File: config.mk
export PLATFORM = sky130hd
export DESIGN_NAME = mem_arbiter_flat
export DESIGN_NICKNAME = d
export VERILOG_FILES = /design/src/rtl/mem_arbiter_if.sv /design/src/rtl/mem_arbiter.sv /design/src/flat_wrapper.sv
export SDC_FILE = /design/constraint.sdc
export NUM_CORES = 1
export LEC_CHECK = 0
export CAP_MARGIN = 10
export CORE_MARGIN = 1
export CORE_UTILIZATION = 24
export CTS_CLUSTER_SIZE = 14
export DETAILED_ROUTE_END_ITERATION = 16
export HOLD_SLACK_MARGIN = 0.02
export PLACE_DENSITY = 0.94
export SYNTH_ARGS = -nofsm -noshare
export SYNTH_HDL_FRONTEND = slang
export SYNTH_SLANG_ARGS = --single-unit
File: constraint.sdc
create_clock -name clk -period 3.3 [get_ports clk]
set_clock_uncertainty 0.1 [all_clocks]
set_input_delay 0.99 -clock clk [delete_from_list [all_inputs] [get_ports clk]]
set_output_delay 0.99 -clock clk [all_outputs]
set_load 0.05 [all_outputs]
File: src/rtl/mem_arbiter_if.sv
// mem_arbiter_if: bundles the two requester ports, their grant/read-return
// strobes and the shared memory port into one interface.
// The master modport is the requester/memory side; the slave modport is the arbiter.
interface mem_arbiter_if #(
  parameter int ADDR_W = 24,
  parameter int DATA_W = 16
);
  // Requester port 0 (core) and port 1 (secondary master)
  logic              req0;
  logic              req1;
  logic              we0;
  logic              we1;
  logic [ADDR_W-1:0] addr0;
  logic [ADDR_W-1:0] addr1;
  logic [DATA_W-1:0] wdata0;
  logic [DATA_W-1:0] wdata1;
  logic              gnt0;
  logic              gnt1;
  logic              rvalid0;
  logic              rvalid1;
  logic [DATA_W-1:0] rdata0;
  logic [DATA_W-1:0] rdata1;

  // Shared memory port
  logic [ADDR_W-1:0] mem_addr;
  logic [DATA_W-1:0] mem_wdata;
  logic              mem_we;
  logic [DATA_W-1:0] mem_rdata;

  modport master (
    output req0, req1, we0, we1, addr0, addr1, wdata0, wdata1, mem_rdata,
    input  gnt0, gnt1, rvalid0, rvalid1, rdata0, rdata1,
    input  mem_addr, mem_wdata, mem_we
  );

  modport slave (
    input  req0, req1, we0, we1, addr0, addr1, wdata0, wdata1, mem_rdata,
    output gnt0, gnt1, rvalid0, rvalid1, rdata0, rdata1,
    output mem_addr, mem_wdata, mem_we
  );
endinterface

File: src/rtl/mem_arbiter.sv
// mem_arbiter: shares one synchronous memory port between port 0 (core) and
// port 1 (display/DMA). Grants are combinational, ownership is sticky for up
// to MAX_BURST consecutive grants while the other port waits, then rotates.
// Read data returns one cycle after the grant with a per-port valid strobe.
module mem_arbiter #(
  parameter int ADDR_W    = 24,
  parameter int DATA_W    = 16,
  parameter int MAX_BURST = 8
) (
  input  logic          clk,
  input  logic          reset_n,
  mem_arbiter_if.slave  bus
);

  // Owner of the memory port in the previous cycle
  typedef enum logic [1:0] {
    OWN_NONE = 2'd0,
    OWN_P0   = 2'd1,
    OWN_P1   = 2'd2
  } owner_e;

  localparam logic [3:0] MAX_CNT = 4'(MAX_BURST);

  owner_e     prev_r;
  owner_e     prev_n_s;
  logic       last_r;     // 1'b0 = port 0 granted last, 1'b1 = port 1
  logic       last_n_s;
  logic [3:0] cnt_r;
  logic [3:0] cnt_n_s;
  logic       rd_pend0_r;
  logic       rd_pend1_r;
  logic       rd_pend0_n_s;
  logic       rd_pend1_n_s;
  logic       gnt0_s;
  logic       gnt1_s;
  logic       cap_hit_s;

  assign cap_hit_s = (cnt_r >= MAX_CNT);

  // Grant selection; forced off while reset is asserted so nothing reaches memory
  always_comb begin
    gnt0_s = 1'b0;
    gnt1_s = 1'b0;
    if (!reset_n) begin
      gnt0_s = 1'b0;
      gnt1_s = 1'b0;
    end else if (bus.req0 && !bus.req1) begin
      gnt0_s = 1'b1;
    end else if (!bus.req0 && bus.req1) begin
      gnt1_s = 1'b1;
    end else if (bus.req0 && bus.req1) begin
      case (prev_r)
        OWN_P0: begin
          if (cap_hit_s) begin
            gnt1_s = 1'b1;
          end else begin
            gnt0_s = 1'b1;
          end
        end
        OWN_P1: begin
          if (cap_hit_s) begin
            gnt0_s = 1'b1;
          end else begin
            gnt1_s = 1'b1;
          end
        end
        OWN_NONE: begin
          // Fresh contention: the port that was not served last goes first
          if (last_r) begin
            gnt0_s = 1'b1;
          end else begin
            gnt1_s = 1'b1;
          end
        end
        default: begin
          gnt0_s = 1'b0;
          gnt1_s = 1'b0;
        end
      endcase
    end else begin
      gnt0_s = 1'b0;
      gnt1_s = 1'b0;
    end
  end

  // Next-state for owner tracking, burst counter and pending-read flags
  always_comb begin
    prev_n_s     = OWN_NONE;
    last_n_s     = last_r;
    cnt_n_s      = 4'd0;
    rd_pend0_n_s = 1'b0;
    rd_pend1_n_s = 1'b0;
    if (gnt0_s) begin
      prev_n_s     = OWN_P0;
      last_n_s     = 1'b0;
      rd_pend0_n_s = !bus.we0;
      if (prev_r == OWN_P0) begin
        cnt_n_s = cap_hit_s ? MAX_CNT : (cnt_r + 4'd1);
      end else begin
        cnt_n_s = 4'd1;
      end
    end else if (gnt1_s) begin
      prev_n_s     = OWN_P1;
      last_n_s     = 1'b1;
      rd_pend1_n_s = !bus.we1;
      if (prev_r == OWN_P1) begin
        cnt_n_s = cap_hit_s ? MAX_CNT : (cnt_r + 4'd1);
      end else begin
        cnt_n_s = 4'd1;
      end
    end else begin
      // Idle cycle breaks any burst
      prev_n_s = OWN_NONE;
      cnt_n_s  = 4'd0;
    end
  end

  // State register; reset drops any read granted in the cycle reset arrives
  always_ff @(posedge clk or negedge reset_n) begin
    if (!reset_n) begin
      prev_r     <= OWN_NONE;
      last_r     <= 1'b1;
      cnt_r      <= 4'd0;
      rd_pend0_r <= 1'b0;
      rd_pend1_r <= 1'b0;
    end else begin
      prev_r     <= prev_n_s;
      last_r     <= last_n_s;
      cnt_r      <= cnt_n_s;
      rd_pend0_r <= rd_pend0_n_s;
      rd_pend1_r <= rd_pend1_n_s;
    end
  end

  // Memory-side mux: the granted port drives the bus, otherwise all zero
  always_comb begin
    bus.mem_addr  = {ADDR_W{1'b0}};
    bus.mem_wdata = {DATA_W{1'b0}};
    bus.mem_we    = 1'b0;
    if (gnt0_s) begin
      bus.mem_addr  = bus.addr0;
      bus.mem_wdata = bus.wdata0;
      bus.mem_we    = bus.we0;
    end else if (gnt1_s) begin
      bus.mem_addr  = bus.addr1;
      bus.mem_wdata = bus.wdata1;
      bus.mem_we    = bus.we1;
    end else begin
      bus.mem_addr  = {ADDR_W{1'b0}};
      bus.mem_wdata = {DATA_W{1'b0}};
      bus.mem_we    = 1'b0;
    end
  end

  assign bus.gnt0    = gnt0_s;
  assign bus.gnt1    = gnt1_s;
  assign bus.rvalid0 = rd_pend0_r;
  assign bus.rvalid1 = rd_pend1_r;
  // Read data is shared; each port qualifies it with its own rvalid
  assign bus.rdata0  = bus.mem_rdata;
  assign bus.rdata1  = bus.mem_rdata;

endmodule
File: src/flat_wrapper.sv
// flat-port wrapper written by rule: the top's interface ports become plain ports
module mem_arbiter_flat 
#(
  parameter int ADDR_W    = 24,
  parameter int DATA_W    = 16,
  parameter int MAX_BURST = 8
)
  (clk, reset_n, bus_req0, bus_req1, bus_we0, bus_we1, bus_addr0, bus_addr1, bus_wdata0, bus_wdata1, bus_mem_rdata, bus_gnt0, bus_gnt1, bus_rvalid0, bus_rvalid1, bus_rdata0, bus_rdata1, bus_mem_addr, bus_mem_wdata, bus_mem_we);
  mem_arbiter_if #(.ADDR_W(ADDR_W), .DATA_W(DATA_W)) bus_i ();
  input  logic clk;
  input  logic reset_n;
  input wire logic [$bits(bus_i.req0)-1:0] bus_req0;
  input wire logic [$bits(bus_i.req1)-1:0] bus_req1;
  input wire logic [$bits(bus_i.we0)-1:0] bus_we0;
  input wire logic [$bits(bus_i.we1)-1:0] bus_we1;
  input wire logic [$bits(bus_i.addr0)-1:0] bus_addr0;
  input wire logic [$bits(bus_i.addr1)-1:0] bus_addr1;
  input wire logic [$bits(bus_i.wdata0)-1:0] bus_wdata0;
  input wire logic [$bits(bus_i.wdata1)-1:0] bus_wdata1;
  input wire logic [$bits(bus_i.mem_rdata)-1:0] bus_mem_rdata;
  output wire logic [$bits(bus_i.gnt0)-1:0] bus_gnt0;
  output wire logic [$bits(bus_i.gnt1)-1:0] bus_gnt1;
  output wire logic [$bits(bus_i.rvalid0)-1:0] bus_rvalid0;
  output wire logic [$bits(bus_i.rvalid1)-1:0] bus_rvalid1;
  output wire logic [$bits(bus_i.rdata0)-1:0] bus_rdata0;
  output wire logic [$bits(bus_i.rdata1)-1:0] bus_rdata1;
  output wire logic [$bits(bus_i.mem_addr)-1:0] bus_mem_addr;
  output wire logic [$bits(bus_i.mem_wdata)-1:0] bus_mem_wdata;
  output wire logic [$bits(bus_i.mem_we)-1:0] bus_mem_we;
  assign bus_i.req0 = bus_req0;
  assign bus_i.req1 = bus_req1;
  assign bus_i.we0 = bus_we0;
  assign bus_i.we1 = bus_we1;
  assign bus_i.addr0 = bus_addr0;
  assign bus_i.addr1 = bus_addr1;
  assign bus_i.wdata0 = bus_wdata0;
  assign bus_i.wdata1 = bus_wdata1;
  assign bus_i.mem_rdata = bus_mem_rdata;
  assign bus_gnt0 = bus_i.gnt0;
  assign bus_gnt1 = bus_i.gnt1;
  assign bus_rvalid0 = bus_i.rvalid0;
  assign bus_rvalid1 = bus_i.rvalid1;
  assign bus_rdata0 = bus_i.rdata0;
  assign bus_rdata1 = bus_i.rdata1;
  assign bus_mem_addr = bus_i.mem_addr;
  assign bus_mem_wdata = bus_i.mem_wdata;
  assign bus_mem_we = bus_i.mem_we;
  mem_arbiter #(.ADDR_W(ADDR_W), .DATA_W(DATA_W), .MAX_BURST(MAX_BURST)) u_core (.clk(clk), .reset_n(reset_n), .bus(bus_i));
endmodule
==> out/metrics.csv, run 1 <==
stage;metric;value;unit
run_status;status;finished clean;
setup_path;critical_path.max_fanout;6;
power;power;976;uW
setup_path;crit_arrival;2.19;ns
yosys;synth_seq_area_share;18.8;%
cts;clk_path_buf_depth;2;
placed_design;place_area;2860;sq um
cts;htree_num_levels;1;
detailed_routing;finalWirelength;5320;um
hold_path;hp-class;reg -> reg;
timing;tns;0;ns
power;leakage;0.00149;uW
power;powerDensity;287;nW/um^2
cts;clk_pin_slew;0.04;ns
floorplanning;rows;25;
global_route;grt_usage;20.0;%
global_route;grt_pass1_wl;8110;um
cts;clk_latency;0.24;ns
power;vdd_drop_max;0.000139;V
yosys;ys_ff_latch;9;
floorplanning;core;4790;sq um
global_route;antenna_found_initial;0;
timing;period_minus_slack;3.28;ns
setup_path;critPathKind;in -> out;
detailed_routing;routedWlPerCell;17.1;um
global_route;gr-total-overflow;0;
timing;setup_ws;0.0177;ns
detailed_routing;drt-pass1-iter-count;4;
cells_and_area;area_growth;183;%
cells_and_area;nets;349;
placed_design;gp_congestion;0.860;
detailed_routing;detail_route.iter0.violations;37;
power;clock_power_share;13.4;%
floorplanning;die_y;72.9;um
yosys;synth_cell_types;27;
placed_design;dp_hpwl;3730;um
yosys;yosysWarningCount;0;
timing;finalHoldViolCount;0;
power;switching_share;38.7;%
yosys;avgSynthCellArea;9.20;sq um
detailed_routing;antenna_left;0;
global_route;grt_max_degree;23;
global_route;grt_pass1_vias;1674;
detailed_routing;via_per_inst;4.83;
floorplanning;fp.dieArea;5310;sq um
placed_design;io_buffers;130;
yosys;synth_fp_nets;235;
placed_design;place_ws;-0.408;ns
cts;cts_root_buf;clkbuf_8;
floorplanning;start_util;25.2;%
detailed_routing;vias;1501;
floorplanning;die_w;72.9;um
cells_and_area;design_area;3410;sq um
setup_path;cp-start-kind;input port;
cells_and_area;num-fill-cells;329;
power;p_comb_share;73.0;%
timing;rsz0062_at_grt;true;
yosys;netlist_instances;131;
timing;finalSetupViolCount;0;
timing;tightest_slew;0.489;ns
detailed_routing;drcViolationCount;0;
cells_and_area;antenna_cells;0;
power;intPower;598;uW
cts;cts_buffers;3;
setup_path;critPathCaptureType;output port;
timing;finalHoldWorstSlack;0.450;ns
cells_and_area;drive_gt1_share;49.6;%
cells_and_area;multi_input_area;1010;sq um
timing;relSlewSlack;67.3;%
timing;fin_crit_sh;99.5;%
timing;drv_slew;0;
run;cap_violations;0;
power;p_switching;377;uW
cts;cts_tree;yes;
setup_path;crit_required;2.21;ns
yosys;syn_area;1200;sq um
cells_and_area;final-seq-area;226;sq um
floorplanning;io_pins;179;
power;pwr-share-seq;13.7;%
timing;max_freq;305;MHz
cts;clock_sinks;9;
==> metrics by stage <==
step	util, %	cells
floorplan	-	131
global placement	59.7	297
detailed placement	59.7	297
CTS	71.2	311
global route	71.2	311
finish	71.2	311
==> per-layer routing <==
layer	GRT usage (%)	up-vias	share of wire, %
li1	-	688	-
met4	3.05	0	0.87
met5	0	-	0
met1	20.1	710	33
met3	4.70	6	7.4
met2	41.3	97	58
==> power by group through the flow <==
stage	Combinational (uW)	Clock, uW	Sequential (uW)
after floorplan	377	0	131
after global placement	603	0	131
after detailed placement	612	0	132
after CTS	716	135	132
after global routing	739	139	134
final	712	131	133
==> layout by cell type (no fill, tap or decap), drive strengths merged, types with 2 or more instances in the layout <==
cell type,instances
clkdlybuf4s50,84
buf,68
a22o,41
dfrtp,8
nand2,7
inv,4
nor2b,4
clkbuf,4
a21oi,3
nor2,2
and4b,2
a31oi,2
ha,2
mux2,2
==> worst max-delay path, cell delays in order <==
cell and delay, ns:
buf_8 0.10, nor2b_4 0.13, a221oi_4 0.34, buf_6 0.18
buf_8 0.13, a22o_1 0.17, buf_12 0.14
==> flip-flops by register name (all words and copies together) (netlist names) <==
name / count
u_core.cnt_r: 4
u_core.prev_r: 2
u_core.bus.rvalid0: 1
u_core.bus.rvalid1: 1
u_core.last_r: 1
==> Yosys cell counts (all sizes together) <==
library cell	number	area [sq um]
a22o	41	359
inv	4	15.0
o22ai	1	6.26
xor2	1	8.76
and4b	2	20.0
nand2	7	26.3
nor2b	4	25.0
a221oi	1	26.3
a21o	1	7.51
dfrtp	8	200
o311ai	1	16.3
ha	2	25.0
a21oi	3	26.3
a31oi	2	12.5
mux2	2	26.3
a2bb2oi	1	15.0
a211oi	1	7.51
nor2	2	7.51
o32ai	1	8.76
nor3b	1	7.51
o21ai	1	5.00
buf	43	327
dfstp	1	26.3
==> layout make-up <==
| type | instances | area share [%] |
|---|---|---|
| well taps | 67 | 2.46 |
| flip-flops and latches | 9 | 6.65 |
| repair buffers | 152 | 59.3 |
| multi-input cells | 75 | 29.8 |
| inverters | 4 | 0.441 |
| clock buffers | 4 | 1.32 |
==> worst paths after layout <==
path	from	endpoint	slack (ns)	cells past startpoint
max in group asynchronous	reset_n	u_core.last_r$_DFFE_PN1P_	2.21	2
min in group asynchronous	reset_n	u_core.cnt_r[1]$_DFF_PN0_	0.66	2
worst max register to register	u_core.cnt_r[3]$_DFF_PN0_	u_core.last_r$_DFFE_PN1P_	1.31	7
worst max-delay path	bus_req1	bus_mem_wdata[15]	0.02	7
worst min register to register	u_core.last_r$_DFFE_PN1P_	u_core.last_r$_DFFE_PN1P_	0.45	1
worst min-delay path	u_core.last_r$_DFFE_PN1P_	u_core.last_r$_DFFE_PN1P_	0.45	1
==> timing repair <==
action	4_1_cts	5_1_grt
buffers inserted	6	1
gates cloned	5	0
pin swaps	20	5
endpoints found under the hold margin	0	0
resized for setup	75	7
setup endpoints to repair	43	42
hold buffers	0	0
==> cells by family (layout without fill, tap and decap cells) <==
| kind of cell | count (synthesis) | count (layout) | share of synthesized area [%] |
|---|---|---|---|
| AOI/OAI and AO/OA | 54 | 54 | 40.7 |
| buffers and inverters | 47 | 160 | 28.3 |
| and+or+nand+nor | 16 | 16 | 7.17 |
| DFF | 9 | 9 | 18.8 |
| adders and majority gates | 2 | 2 | 2.08 |
| muxes | 2 | 2 | 2.18 |
| xor gates and xnor gates | 1 | 1 | 0.727 |
Power figures use the tool's default switching activity.
==> run 2: changes to the inputs <==
--- a/config.mk
+++ b/config.mk
@@ -13,4 +13,5 @@
 export HOLD_SLACK_MARGIN = 0.02
 export PLACE_DENSITY = 0.94
+export SKIP_CTS_REPAIR_TIMING = 1
 export SYNTH_ARGS = -nofsm -noshare
 export SYNTH_HDL_FRONTEND = slang
==> constraint.sdc (replaced) <==
create_clock -name clk -period 3.3 [get_ports clk]
set_clock_uncertainty 0.1 [all_clocks]
set_input_delay 0.495 -clock clk [delete_from_list [all_inputs] [get_ports clk]]
set_output_delay 0.495 -clock clk [all_outputs]
set_load 0.05 [all_outputs]
==> run 2 against run 1 <==
Sequential power about the same; via count is 4.9% lower; non-clock buffer count down 18; register-to-register slack got worse by 0.03 ns; hold slack got worse by 0.024 ns; largest cell class unchanged; highest routed layer unchanged.
==> out/metrics.csv, run 2 (synthesis results as in run 1) <==
stage;metric;value;unit
timing;tns;0;ns
cells_and_area;final_common_cell;clkdlybuf4s50_1;
hold_path;hp-class;reg -> reg;
setup_path;critPathKind;in -> out;
cts;clk_pin_slew;0.05;ns
cells_and_area;stdcell_count;294;
cells_and_area;antenna_cells;0;
detailed_routing;drcViolationCount;0;
global_route;grt_usage;15.4;%
detailed_routing;finalWirelength;4490;um
global_route;gr-total-overflow;0;
cells_and_area;drive_gt1_share;25.6;%
cts;cts_buffers;3;
floorplanning;core;4790;sq um
detailed_routing;routedWlPerCell;15.3;um
detailed_routing;detail_route.iter0.violations;45;
placed_design;place_area;2740;sq um
setup_path;crit_required;2.70;ns
placed_design;place_ws;0.0972;ns
setup_path;max_stage_delay;0.53;ns
setup_path;critical_path.max_fanout;23;
placed_design;placed_cells;289;
cts;htree_num_levels;1;
floorplanning;die_y;72.9;um
run_status;status;finished clean;
cells_and_area;nets;332;
floorplanning;die_w;72.9;um
floorplanning;rows;25;
floorplanning;fp.dieArea;5310;sq um
timing;max_freq;342;MHz
timing;rsz0062_at_grt;false;
detailed_routing;vias;1427;
global_route;grt_max_degree;46;
setup_path;crit_arrival;2.33;ns
placed_design;gp_congestion;0.736;
setup_path;worst_path_max_delay_cell;o311ai_2;
power;powerDensity;306;nW/um^2
setup_path;critPathBufInv;2;
global_route;grt_pass1_vias;1401;
cells_and_area;final_cell_mix;clkdlybuf4s50_1, buf_12, a22o_1, dfrtp_1, nand2_1;
cts;clk_path_buf_depth;2;
timing;finalSetupViolCount;0;
timing;fin_crit_sh;88.7;%
cts;clock_sinks;9;
setup_path;path_cells;clkdlybuf4s50_1 -> nand2_1 -> o311ai_2 -> a21oi_4 -> a22o_1 -> buf_12;
detailed_routing;antenna_left;0;
global_route;grt_pass1_wl;6380;um
cells_and_area;design_area;2800;sq um
placed_design;dp_hpwl;3420;um
floorplanning;io_pins;179;
placed_design;io_buffers;130;
power;vdd_drop_max;0.000125;V
timing;setup_ws;0.374;ns
cts;cts_root_buf;clkbuf_8;
cells_and_area;area_growth;132;%
cells_and_area;top_regs;u_core.cnt_r x4, u_core.prev_r x2;
cts;cts_tree;yes;
timing;finalHoldViolCount;0;
cells_and_area;largest-register;u_core.cnt_r;
cells_and_area;num-fill-cells;386;
global_route;antenna_found_initial;0;
timing;tightest_slew;0.690;ns
detailed_routing;via_per_inst;4.85;
timing;period_minus_slack;2.93;ns
cells_and_area;post-route-util;58.5;%
setup_path;crit_family;compound AO/OA/AOI/OAI gates;
setup_path;critPathCaptureType;output port;
timing;drv_slew;0;
cells_and_area;largest_register_ffs;4;
power;leakage;0.00114;uW
setup_path;cp-start-kind;input port;
floorplanning;start_util;25.2;%
run;cap_violations;0;
cts;clk_latency;0.24;ns
timing;relSlewSlack;53.9;%
detailed_routing;drt-pass1-iter-count;4;
run 2: cell types whose count changed in the layout (fill, tap and decap cells not counted), moves of 3 or more:
cell / delta
a22o_1: +40
a22o_4: -40
buf_4: -6
buf_6: -5
buf_8: -5
clkdlybuf4s50_1: +3
run 2: metrics by stage:
stage,hold slack [ns],total power (uW)
after floorplan,0.0994,498
after global placement,0.416,711
after detailed placement,0.419,720
after CTS,0.426,856
after global routing,0.431,883
final,0.426,856
run 2: metal layers:
metal	wire length, um	GRT usage (%)	vias up	share of wire [%]
met5	0	0	-	0
li1	-	-	656	-
met3	456	5.39	3	10
met2	2380	27.6	106	53
met4	34	3.92	0	0.76
met1	1630	17.3	662	36
run 2: worst paths after layout:
check                                          start                           end  slack [ns]  cells past startpoint
max                                         bus_req0               bus_mem_addr[8]        0.37                      6
min                        u_core.last_r$_DFFE_PN1P_     u_core.last_r$_DFFE_PN1P_        0.43                      1
max reg2reg                u_core.cnt_r[3]$_DFF_PN0_  u_core.bus.rvalid1$_DFF_PN0_        1.28                      3
min reg2reg                u_core.last_r$_DFFE_PN1P_     u_core.last_r$_DFFE_PN1P_        0.43                      1
max in group asynchronous                    reset_n     u_core.last_r$_DFFE_PN1P_        2.35                      2
min in group asynchronous                    reset_n     u_core.cnt_r[2]$_DFF_PN0_        0.53                      2
run 2: worst register-to-register path, delay by kind of cell, from the launching register on:
kind | cells | cell delay (ns)
compound gates | 1 | 0.60
simple gates | 1 | 0.24
mux | 1 | 0.46
flops | 1 | 0.54
run 2: final cells by class:
type                            count  area (sq um)  share of cell area (%)
Multi-Input combinational cell     76           653                    23.3
Timing Repair Buffer              134          1770                    63.4
Inverter                            4          15.0                   0.537
Sequential cell                     9           226                    8.09
Clock buffer                        4          45.0                    1.61
Tap cell                           67          83.8                    3.00
run 2: power by group:
group	leakage, uW	switching, uW	internal, uW
clock network	0.0000228	51.4	84.9
registers	0.000118	9.53	120
logic	0.00100	282	308
total	0.00114	343	513
==> edit 1 (settings of run 2) <==
`MAX_BURST` is set to 8 in 2 places; all go to 6.
--- a/src/rtl/mem_arbiter.sv
+++ b/src/rtl/mem_arbiter.sv
@@ -6,5 +6,5 @@
   parameter int ADDR_W    = 24,
   parameter int DATA_W    = 16,
-  parameter int MAX_BURST = 8
+  parameter int MAX_BURST = 6
 ) (
   input  logic          clk,
--- a/src/flat_wrapper.sv
+++ b/src/flat_wrapper.sv
@@ -4,5 +4,5 @@
   parameter int ADDR_W    = 24,
   parameter int DATA_W    = 16,
-  parameter int MAX_BURST = 8
+  parameter int MAX_BURST = 6
 )
   (clk, reset_n, bus_req0, bus_req1, bus_we0, bus_we1, bus_addr0, bus_addr1, bus_wdata0, bus_wdata1, bus_mem_rdata, bus_gnt0, bus_gnt1, bus_rvalid0, bus_rvalid1, bus_rdata0, bus_rdata1, bus_mem_addr, bus_mem_wdata, bus_mem_we);
Formal check against the unedited RTL: not equivalent (Yosys sat finds a counterexample within 10 cycles, from zero or initial values and one cycle with reset_n low).
==> edit 1 against run 2 <==
- sequential cell count stayed put
- setup slack worse by 120 ps
- maximum frequency is 4.0% lower
- first-iteration DRC count is 18% lower
- highest routed layer unchanged
- total power is 0.94% higher
- final area is 0.13% lower
- routed wire length is 2.9% higher
- area after synthesis is 0.10% higher
==> edit 1: results (changes against run 2) <==
status: "completed"  # unchanged
vdd_drop_max_uv: 149  # was 125 uV
drt_iter0_markers: 37  # was 45
clock_buffer_count: 3  # was 4
place_area_sq_um: 2750  # was 2740 sq um
via_per_inst: 4.79  # was 4.85
internal_power_uw: 520  # was 513 uW
fin_cells: 293  # was 294
buffers_excl_clock: 135  # was 134
place_ws_ps: 225  # was 97.2 ps
area_growth_syn_to_layout_pct: 132  # about the same
hold_path_class: "primary input to asynchronous set/reset pin"  # was register to register
grt_use_met3_pct: 4.83  # was 5.39%
grt_pass1_wl_mm: 6.94  # was 6.38 mm
pg_comb_uw: 606  # was 590 uW
synth_fp_nets: 233  # was 235
slew_headroom_pct: 65.4  # was 53.9%
pg_clk_uw: 127  # was 136 uW
avgSynthCellArea_sq_um: 9.35  # was 9.20 sq um
dp.final_hpwl_mm: 3.94  # was 3.42 mm
synth_xor_area_share_pct: 0.726  # was 0.727%
met2_length_mm: 2.60  # was 2.38 mm
buf_share_pct: 63.8  # was 63.4%
cp_max_fo: 17  # was 23
synth_compound_area_share_pct: 44.7  # was 40.7%
critical_path_arrival_ps: 2450  # was 2330 ps
num-nets-final: 331  # was 332
fillers: 390  # was 386
multi_input_cells: 74  # was 76
holdWs_ps: 407  # was 426 ps
synthMuxAreaShare_pct: 0  # was 2.18%
multi_input_area_share_pct: 22.9  # was 23.3%
netlist_instances: 129  # was 131
grt.met1_usage_pct: 17.3  # about the same
synthTopCellsByCount: "39 x a22o_1, 33 x buf_4, 8 x dfrtp_1"  # was 41 x a22o_1, 32 x buf_4, 8 x dfrtp_1
synthAdderAreaFrac_pct: 2.07  # was 2.08%
gr-usage-met2_pct: 33.2  # was 27.6%
==> edit 1: worst max-delay path by stage <==
| stage | startpoint | to | slack [ps] | depth (start not counted) |
|---|---|---|---|---|
| 6_report | reset_n | bus_mem_addr[4] | 250 | 7 |
| 3_5_place_dp | reset_n | bus_mem_addr[8] | 220 | 7 |
| 4_1_cts | reset_n | bus_mem_addr[4] | 210 | 7 |
| 5_1_grt | reset_n | bus_mem_addr[4] | 140 | 7 |
| 2_1_floorplan | u_core.cnt_r[1] | bus_mem_wdata[10] | 570 | 6 |
| 3_3_place_gp | reset_n | bus_mem_addr[4] | 250 | 7 |
==> edit 1: worst max-delay path, cell delays in order <==
cell	delay (ps)
clkdlybuf4s50_1	630
nand2_2	90
a31o_1	240
a311oi_4	280
buf_4	300
a22o_1	250
buf_12	150
==> edit 2 (flow settings as in run 2) <==
Made on the original files. The 3 values of `owner_e` get a one-hot encoding in 3 bits.
--- a/src/rtl/mem_arbiter.sv
+++ b/src/rtl/mem_arbiter.sv
@@ -14,8 +14,8 @@
 
   // Owner of the memory port in the previous cycle
-  typedef enum logic [1:0] {
-    OWN_NONE = 2'd0,
-    OWN_P0   = 2'd1,
-    OWN_P1   = 2'd2
+  typedef enum logic [2:0] {
+    OWN_NONE = 3'b001,
+    OWN_P0   = 3'b010,
+    OWN_P1   = 3'b100
   } owner_e;
 
Formal check against the unedited RTL: no difference found for any inputs over 10 cycles, from zero or initial values and one cycle with reset_n low; not proved beyond that.
==> edit 2 against run 2 <==
- critical path depth fell by 1
- sequential cell count is 1 higher
- area after synthesis fell by 3.9%
- final area down 0.76%
- setup slack improved by 38 ps
- routed wire length up 0.60%
- via count decreased by 4.5%
- total power shrank 2.0%
- clock power increased by 13%
- sequential power increased by 12%
- global-route usage up 1.9 points
- highest routed layer unchanged
==> edit 2: results (changes against run 2) <==
status: "completed"  # unchanged
first_pass_iters: 4  # unchanged
grt_pass1_vias: 1392  # was 1401
drive_gt1_share_pct: 25.7  # was 25.6%
synthTopCellsByCount: "41 x a22o_1, 38 x buf_4, 8 x dfrtp_1"  # was 41 x a22o_1, 32 x buf_4, 8 x dfrtp_1
grt_usage_pct: 17.3  # was 15.4%
tightest_slew_ps: 488  # was 690 ps
finalWirelength_mm: 4.52  # was 4.49 mm
startpoint: "u_core.prev_r[0]"  # was bus_req0
grt_antenna_before_repair: 0  # unchanged
hold_path_class: "primary input to asynchronous set/reset pin"  # was register to register
r2r_end: "u_core.cnt_r[1]"  # was u_core.bus.rvalid1
reg_top3: "u_core.cnt_r x4, u_core.prev_r x3"  # was u_core.cnt_r x4, u_core.prev_r x2
synth_area_leaders: "a22o_1 31%, buf_4 25%, dfrtp_1 17%"  # was a22o_1 30%, buf_4 20%, dfrtp_1 17%
numCtsBuffers: 3  # unchanged
multi_input_cells: 70  # was 76
grt_pass1_wl_mm: 6.91  # was 6.38 mm
seq_cells: 10  # was 9
dp.final_hpwl_mm: 3.76  # was 3.42 mm
synth-seq-area-share_pct: 21.8  # was 18.8%
clock_buffer_count: 4  # unchanged
worstSetupPathType: "register to output port"  # was primary input to output port
pg_comb_uw: 541  # was 590 uW
grt_use_met3_pct: 4.78  # was 5.39%
post_synth_num_cell_types: 22  # was 27
via_per_inst: 4.97  # was 4.85
gr-usage-met2_pct: 32.1  # was 27.6%
dr_wl_met3_um: 366  # was 456 um
critical_path_arrival_ps: 2290  # was 2330 ps
yosysWarnings: 0  # unchanged
r2r_setup_slack_ps: 1120  # was 1280 ps
reg2reg_from: "u_core.last_r"  # was u_core.cnt_r[3]
vdd_drop_max_uv: 135  # was 125 uV
cp_max_fo: 47  # was 23
buffers_excl_clock: 134  # unchanged
grt_max_degree: 48  # was 46
leakage_nw: 1.10  # was 1.14 nW
inverters: 4  # unchanged
wl_met1_mm: 1.70  # was 1.63 mm
gp_congestion: 0.772  # was 0.736
multi_input_area_sq_um: 614  # was 653 sq um
synth_fp_nets: 230  # was 235
met2_length_mm: 2.40  # was 2.38 mm
clk_share_pct: 1.98  # was 1.61%
fillers: 345  # was 386
buf_share_pct: 63.9  # was 63.4%
num-nets-final: 327  # was 332
htreeDepth: 1  # unchanged
switching_share_pct: 37.1  # was 40.1%
endpoint: "bus_mem_wdata[15]"  # was bus_mem_addr[8]
drt_iter0_markers: 67  # was 45
r2r_cells: 5  # was 3
sh_seq_area_pct: 9.10  # was 8.09%
seq_power_share_pct: 17.3  # was 15.1%
grt.met1_usage_pct: 19.3  # was 17.3%
power_uw: 838  # was 856 uW
edit 2: through the flow:
step                      utilization (%)  setup slack (ps)  instance area (sq um)  cells  hold WS, ps
after floorplan                         -               605                   1160    126         99.4
after global placement               60.4               685                   2720    270          393
after detailed placement             60.4               614                   2720    270          403
after CTS                            61.6               420                   2780    274          338
after global routing                 61.6               334                   2780    274          333
final                                61.6               413                   2780    274          345
edit 2: kinds of logic after synthesis:
group                      Yosys count  share of synthesized area [%]
buffers and inverters               46                           27.7
AOI/OAI and AO/OA                   48                           36.8
adders and majority gates            2                           2.16
xor gates and xnor gates             1                          0.757
DFF                                 10                           21.8
and+or+nand+nor                     19                           10.8
edit 2: critical path, stage by stage (launching register included):
cell and delay (ps):
dfstp_2 580, or4b_1 520, a41oi_4 270, buf_12 250, a22o_1 250, buf_12 150
